File: src/rtl/sm_0535_path_map_tx.sv
// Frames a 17-bit path-availability map as a 6-byte UART message and paces it
// through the transmitter's tx_data_valid/tx_done handshake with gap and timeout control.
module sm_0535_path_map_tx #(
  parameter logic [7:0] START_BYTE     = 8'h23,
  parameter logic [7:0] END_BYTE       = 8'h0A,
  parameter int         GAP_CYCLES     = 2,
  parameter int         TIMEOUT_CYCLES = 100000,
  parameter bit         AUTO_SEND      = 1'b1
) (
  input  logic        clk,
  input  logic        rst,
  input  logic [16:0] paths_in,
  input  logic        send_req,
  input  logic        tx_done,
  output logic        tx_data_valid,
  output logic [7:0]  tx_byte,
  output logic        busy,
  output logic        frame_sent,
  output logic        tx_error
);

  typedef enum logic [1:0] {
    IDLE      = 2'd0,
    SEND      = 2'd1,
    WAIT_DONE = 2'd2,
    GAP       = 2'd3
  } state_t;

  // One counter serves both the gap and the timeout, so it is sized for the larger.
  localparam int CNT_MAX = (TIMEOUT_CYCLES > GAP_CYCLES) ? TIMEOUT_CYCLES : GAP_CYCLES;
  localparam int CW      = $clog2(CNT_MAX + 1);
  localparam logic [CW-1:0] TO_LAST  = CW'(TIMEOUT_CYCLES - 1);
  localparam logic [CW-1:0] GAP_LAST = CW'((GAP_CYCLES > 0) ? (GAP_CYCLES - 1) : 0);
  localparam logic [CW-1:0] CNT_ONE  = CW'(1);
  localparam logic [2:0]    LAST_IDX = 3'd5;

  function automatic logic [7:0] check_byte(input logic [16:0] snap);
    check_byte = snap[7:0] ^ snap[15:8] ^ {7'b0000000, snap[16]};
  endfunction

  function automatic logic [7:0] frame_byte(input logic [2:0] idx, input logic [16:0] snap);
    case (idx)
      3'd0:    frame_byte = START_BYTE;
      3'd1:    frame_byte = snap[7:0];
      3'd2:    frame_byte = snap[15:8];
      3'd3:    frame_byte = {7'b0000000, snap[16]};
      3'd4:    frame_byte = check_byte(snap);
      3'd5:    frame_byte = END_BYTE;
      default: frame_byte = 8'h00;
    endcase
  endfunction

  state_t         state_r, state_s;
  logic [16:0]    snap_r, snap_s;
  logic [16:0]    last_sent_r, last_sent_s;
  logic           pending_r, pending_s;
  logic [2:0]     idx_r, idx_s;
  logic [CW-1:0]  cnt_r, cnt_s;
  logic           valid_s, busy_s, sent_s, error_s;
  logic [7:0]     byte_s;
  logic           trigger_s;

  assign trigger_s = send_req | pending_r | (AUTO_SEND & (paths_in != last_sent_r));

  // Next-state and next-output logic for the framing FSM.
  always_comb begin
    state_s     = state_r;
    snap_s      = snap_r;
    last_sent_s = last_sent_r;
    pending_s   = pending_r;
    idx_s       = idx_r;
    cnt_s       = cnt_r;
    valid_s     = 1'b0;
    byte_s      = tx_byte;
    busy_s      = busy;
    sent_s      = 1'b0;
    error_s     = 1'b0;
    if (busy && send_req) begin
      pending_s = 1'b1;
    end else begin
      pending_s = pending_r;
    end
    case (state_r)
      IDLE: begin
        if (trigger_s) begin
          state_s   = SEND;
          snap_s    = paths_in;
          pending_s = 1'b0;
          busy_s    = 1'b1;
          idx_s     = 3'd0;
        end else begin
          busy_s = 1'b0;
        end
      end
      SEND: begin
        valid_s = 1'b1;
        byte_s  = frame_byte(idx_r, snap_r);
        cnt_s   = {CW{1'b0}};
        state_s = WAIT_DONE;
      end
      WAIT_DONE: begin
        // tx_done wins over a coincident timeout terminal count.
        if (tx_done) begin
          if (idx_r == LAST_IDX) begin
            state_s     = IDLE;
            sent_s      = 1'b1;
            busy_s      = 1'b0;
            last_sent_s = snap_r;
          end else begin
            idx_s = idx_r + 3'd1;
            cnt_s = {CW{1'b0}};
            if (GAP_CYCLES == 0) begin
              state_s = SEND;
            end else begin
              state_s = GAP;
            end
          end
        end else if (cnt_r == TO_LAST) begin
          state_s = IDLE;
          error_s = 1'b1;
          busy_s  = 1'b0;
        end else begin
          cnt_s = cnt_r + CNT_ONE;
        end
      end
      GAP: begin
        if (cnt_r == GAP_LAST) begin
          state_s = SEND;
        end else begin
          cnt_s = cnt_r + CNT_ONE;
        end
      end
      default: begin
        state_s = IDLE;
      end
    endcase
  end

  // State, datapath and registered outputs.
  always_ff @(posedge clk or posedge rst) begin
    if (rst) begin
      state_r       <= IDLE;
      snap_r        <= 17'h00000;
      last_sent_r   <= 17'h00000;
      pending_r     <= 1'b0;
      idx_r         <= 3'd0;
      cnt_r         <= {CW{1'b0}};
      tx_data_valid <= 1'b0;
      tx_byte       <= 8'h00;
      busy          <= 1'b0;
      frame_sent    <= 1'b0;
      tx_error      <= 1'b0;
    end else begin
      state_r       <= state_s;
      snap_r        <= snap_s;
      last_sent_r   <= last_sent_s;
      pending_r     <= pending_s;
      idx_r         <= idx_s;
      cnt_r         <= cnt_s;
      tx_data_valid <= valid_s;
      tx_byte       <= byte_s;
      busy          <= busy_s;
      frame_sent    <= sent_s;
      tx_error      <= error_s;
    end
  end

endmodule
File: config.mk
export PLATFORM = sky130hd
export DESIGN_NAME = sm_0535_path_map_tx
export DESIGN_NICKNAME = d
export VERILOG_FILES = /design/src/rtl/sm_0535_path_map_tx.sv
export SDC_FILE = /design/constraint.sdc
export NUM_CORES = 1
export LEC_CHECK = 0
export ABC_CLOCK_PERIOD_IN_PS = 6980
export CAP_MARGIN = 20
export CORE_ASPECT_RATIO = 1.2
export CORE_MARGIN = 2
export CORE_UTILIZATION = 64
export CTS_BUF_LIST = sky130_fd_sc_hd__clkbuf_8
export CTS_CLUSTER_SIZE = 28
export DETAILED_ROUTE_END_ITERATION = 6
export GPL_ROUTABILITY_DRIVEN = 0
export GPL_TIMING_DRIVEN = 1
export PLACE_DENSITY_LB_ADDON = 0.12
export SKIP_LAST_GASP = 1
export SYNTH_ARGS = -nofsm -noshare
export SYNTH_HDL_FRONTEND = slang
export SYNTH_SLANG_ARGS = --single-unit
File: constraint.sdc
create_clock -name clk -period 6.98 [get_ports clk]
set_clock_uncertainty 0.15 [all_clocks]
set_input_delay 1.396 -clock clk [delete_from_list [all_inputs] [get_ports clk]]
set_output_delay 1.396 -clock clk [all_outputs]
set_load 0.05 [all_outputs]
; ---- Word level (Yosys, flattened, before mapping)
; Index checks and enable logic that the tools add are counted.
[op_classes]
n_addsub = 2
eq_ne = 20
n_mux = 31
n_bitwise = 4
n_reduce_logical = 11
[ops]
columns = op, n
row1 = 17-bit 2-to-1 mux, 4
row2 = 17-bit one-hot mux with 3 select lines, 1
row3 = 8-bit one-hot mux with 6 select lines, 1
row4 = 17-bit by 1-bit adder with 17-bit output (second input constant), 1
row5 = 17-bit by 1-bit equality test with 1-bit output (second input constant), 1
row6 = 17-bit equality test (second input constant), 1
row7 = 17-bit != test, 1
row8 = 1-bit 2-to-1 mux, 14
row9 = 3-bit != test (second input constant), 4
row10 = 2-bit 2-to-1 mux, 5
row11 = 2-bit != test (second input constant), 5
row12 = 3-bit 2-to-1 mux, 3
row13 = 3-bit AND reduction, 3
row14 = 2-bit one-hot mux with 4 select lines, 1
row15 = 4-bit AND reduction, 2
row16 = 8-bit by 1-bit bitwise XOR with 8-bit output, 1
row17 = 8-bit bitwise XOR, 1
row18 = 3-bit by 2-bit equality test with 1-bit output (second input constant), 2
row19 = 3-bit equality test (second input constant), 2
row20 = 3-bit one-hot mux with 2 select lines, 1
row21 = 2-bit equality test (second input constant), 2
row22 = 3-bit by 1-bit adder with 3-bit output (second input constant), 1
row23 = 3-bit by 1-bit equality test with 1-bit output (second input constant), 1
row24 = 3-bit zero test, 1
row25 = other kinds (8), 9
[totals]
ff_bits = 69
input_bits = 21
out_inout_bits = 12
wordCells = 79

; ---- Logic depth before layout (Yosys ltp)
[depth]
depth_word = 4
mapped_depth = 9
ltp_nobuf = 8

; ---- Worst setup path after synthesis
; No wires, ideal clock.
[synth_path]
path_type = input port to flip-flop
start = in paths_in[11]
end = reg snap_r[0]
setup_time_ns = 0.125
arrival_time_ns = 2.827
t_required_ns = 6.705
setup_slack_ns = 3.878
path_stages = 7
path_buffers = 1
cell_sequence = xor2_1 a221o_1 nor4_1 nand2_1 nand2_1 buf_4 mux2_2
[synth_between]
elab_chain_cells = 3
[synth_rtl]
columns = element, line
row1 = start: declaration, 12  ; input logic [16:0] paths_in,
row2 = 17-bit != test, 63  ; assign trigger_s = send_req | pending_r | (AUTO_SEND & (paths_in != last_sent_r));
row3 = 1-bit bitwise OR, 63
row4 = 2-bit AND reduction (no source line), -
row5 = end signal: assignment, 155  ; snap_r <= snap_s;
row6 = end: declaration, 54  ; logic [16:0] snap_r, snap_s;
; Every way passes these cells.
; A chain may end at the register's enable or synchronous reset.

; ---- Final worst setup path
[layout_path]
start = in paths_in[13]
end = reg snap_r[7]
; Same word-level chain as after synthesis.

==> results.tsv <==
metric	value	unit
H-tree lvl count	3	
Rel. slew slack	41.1	%
syn nets	383	
wire per inst	17.2	um
fin crit period	3.66	ns
cts hold-fix bufs	0	
Num CTS Buffers	9	
fill cell count	366	
CP Launch Type	primary input	
mapped cell area	3520	um^2
Bufs on Longest Clock Path	2	
Worst VDD drop	0.000322	V
RSZ-0062 raised after global routing	false	
pin slew with the least headroom to its limit	0.872	ns
min-delay worst type	reg -> reg	
first-pass GRT wire length	13.4	mm
origin of the critical flop-to-flop path	state_r[0]$_DFFE_PP0P_	
cell count of the worst reg-to-reg path	7	
post-synthesis sequential area ratio	49.1	%
Synth top area share	49.1	%
count of cell types in the netlist	54	
die height	85.2	um
CP max FO	17	
dpl hpwl	5.39	mm
post-synthesis xor/xnor area fraction	6.23	%
hold path startpoint	last_sent_r[7]$_DFFE_PP0P_	
Synth Area in Adders	4.27	%
initial antenna violation count	0	
largest family of logic cells by synthesized area	simple AND/OR/NAND/NOR gates	
vias per inst	5.95	
Worst-path clk slew	0.08	ns
All-Layer GR Usage	28.8	%
share of synthesized area spent on multiplexers	6.87	%
GRT overflow	0	
drt total wl	7.84	mm
Post-CTS Setup Repair Bufs	0	
Initial Util	66.4	%
critical path class	in -> reg	
synth warn	0	
Post-synth EDFFs	0	
CP Launch Point	paths_in[13]	
top_reg_cell synth	dfrtp_1	
leakage power	1.86	nW
largest area contributor in the netlist	dfrtp_1	
Post-Synth Simple-Gate Area	18.3	%
Antenna diodes	0	
area of the core	5300	um^2
TNS Setup	0	ns
layout cell share with drive strength beyond 1	13.0	%
reg2reg setup slack	4.27	ns
Clock Sinks	69	
row count	29	
end point of the critical path	snap_r[7]$_DFFE_PP0P_	
CTS root buf	clkbuf_8	
Nets	421	
Clock Latency Late Sink	0.35	ns
Mean Syn Cell Area	10.0	um^2
final hold violation count	0	
port bufs	32	
largest net degree at the start of global routing	70	
Area Growth Syn to Fin	17.5	%
Tcrit/Tclk final	52.4	%
status	finished clean	
maximum clock frequency	273	MHz
Required @ worst endpoint	7.06	ns
Worst Setup End Kind	register	
I/O pin count	33	
vias after detailed routing	2706	
# resized after CTS	0	
number of DRC markers in iteration 0	187	
Arrival @ worst endpoint	3.74	ns
Async SR Flop Fraction	100	%
die width	71.7	um
top post-synthesis cells by area	dfrtp_1 49%, nand2_1 6.6%, mux2_2 5.4%, ha_1 4.3%, xnor2_1 3.7%	
fin. max-slew vios	0	
Max-Cap Viols	0	
Post-Syn Instances	350	
Pwr Total	1.52	mW
DRC	0	
Synth Area in Compound Gates	11.7	%
CTS tree	built	
Yosys reg bits	69	
Final Setup Violations	0	
full die area	6110	um^2
vias in the first global route	2780	
count leader, synth	dfrtp_1	
DR pass1 iterations	4	
Cell Pwr Density	367	nW/um^2
Reg2Reg Capture Point	cnt_r[4]$_DFFE_PP0P_	
Post-synth top cells	69 x dfrtp_1, 62 x nand2_1, 24 x nor2_1	
Antenna Nets Post-Route	0	
==> worst max-delay path, stage by stage <==
cell and delay, ns:
clkdlybuf4s50_1 0.51, xnor2_1 0.16, nand4_1 0.14, nor4_1 0.45, nand2_1 0.10, nand2_1 0.56
mux2_2 0.42
==> sequential cells by signal, summed over array words and instances (netlist names) <==
name           flops
cnt_r             17
last_sent_r       17
snap_r            17
tx_byte            8
idx_r              3
state_r            2
busy               1
frame_sent         1
pending_r          1
tx_data_valid      1
tx_error           1
==> power by group <==
group / total [mW] / internal [mW] / switching [mW] / leakage [nW]
clock: 0.375 / 0.221 / 0.153 / 0.116
sequential: 0.586 / 0.495 / 0.0905 / 0.895
combinational: 0.559 / 0.230 / 0.329 / 0.853
total: 1.52 / 0.946 / 0.573 / 1.86
==> cell usage in the layout (no fill, tap or decap), drive strengths merged, types with 6 or more instances in the layout <==
cell type / netlist / layout
nand4: 8 / 8
clkdlybuf4s50: 0 / 32
a21oi: 6 / 6
inv: 22 / 23
ha: 12 / 12
nor2: 24 / 24
nand2: 63 / 63
o22ai: 8 / 8
mux2: 17 / 17
dfrtp: 69 / 69
nand3: 7 / 7
o21ai: 23 / 23
xnor2: 15 / 15
xor2: 10 / 10
clkbuf: 5 / 11
==> cell families (layout without fill, tap and decap cells) <==
logic type               after synthesis  count (layout)
AND/OR/NAND/NOR                      132             132
flip-flops                            69              69
AO/OA/AOI/OAI                         59              59
multiplexers                          22              22
adder cells (fa/ha/maj)               12              12
XOR/XNOR                              25              25
buffers and inverters                 31              74
==> how the worst min path moves through the flow <==
stage                                       end  slack, ns  cells after the start
finish               last_sent_r[7]$_DFFE_PP0P_       0.35                      2
global route        last_sent_r[11]$_DFFE_PP0P_       0.38                      2
CTS                  last_sent_r[7]$_DFFE_PP0P_       0.35                      2
detailed placement   last_sent_r[7]$_DFFE_PP0P_       0.33                      2
global placement    last_sent_r[11]$_DFFE_PP0P_       0.33                      2
floorplan                   pending_r$_DFF_PP0_       0.31                      2
==> per-layer routing <==
layer | share of wire (%) | vias up | global-route usage (%)
met5 | 0 | - | 0
met3 | 3.5 | 23 | 5.46
met2 | 52 | 72 | 47.2
met1 | 41 | 1334 | 36.1
li1 | - | 1277 | -
met4 | 3.7 | 0 | 15.1
==> stage by stage <==
stage / area [um^2] / setup WS, ns / std cells / hold WS, ns / utilization, %
2_1_floorplan: 3520 / 3.69 / 350 / 0.314 / -
3_3_place_gp: 3900 / 3.14 / 439 / 0.328 / 73.6
3_5_place_dp: 3900 / 3.08 / 439 / 0.333 / 73.6
4_1_cts: 4130 / 3.34 / 455 / 0.352 / 78.0
5_1_grt: 4130 / 3.20 / 455 / 0.382 / 78.0
6_report: 4130 / 3.32 / 455 / 0.354 / 78.0
==> layout make-up <==
type                       count  area (um^2)  share of cell area (%)
sequential                    69         1730                    41.8
multi-input combinational    250         1670                    40.3
timing repair buffer          35          343                    8.29
clock buffer                  11          151                    3.66
inverter                      23         86.3                    2.09
clock inverter                 5         81.3                    1.97
tap                           62         77.6                    1.88
Note: power is estimated with default switching activity, not from simulation.
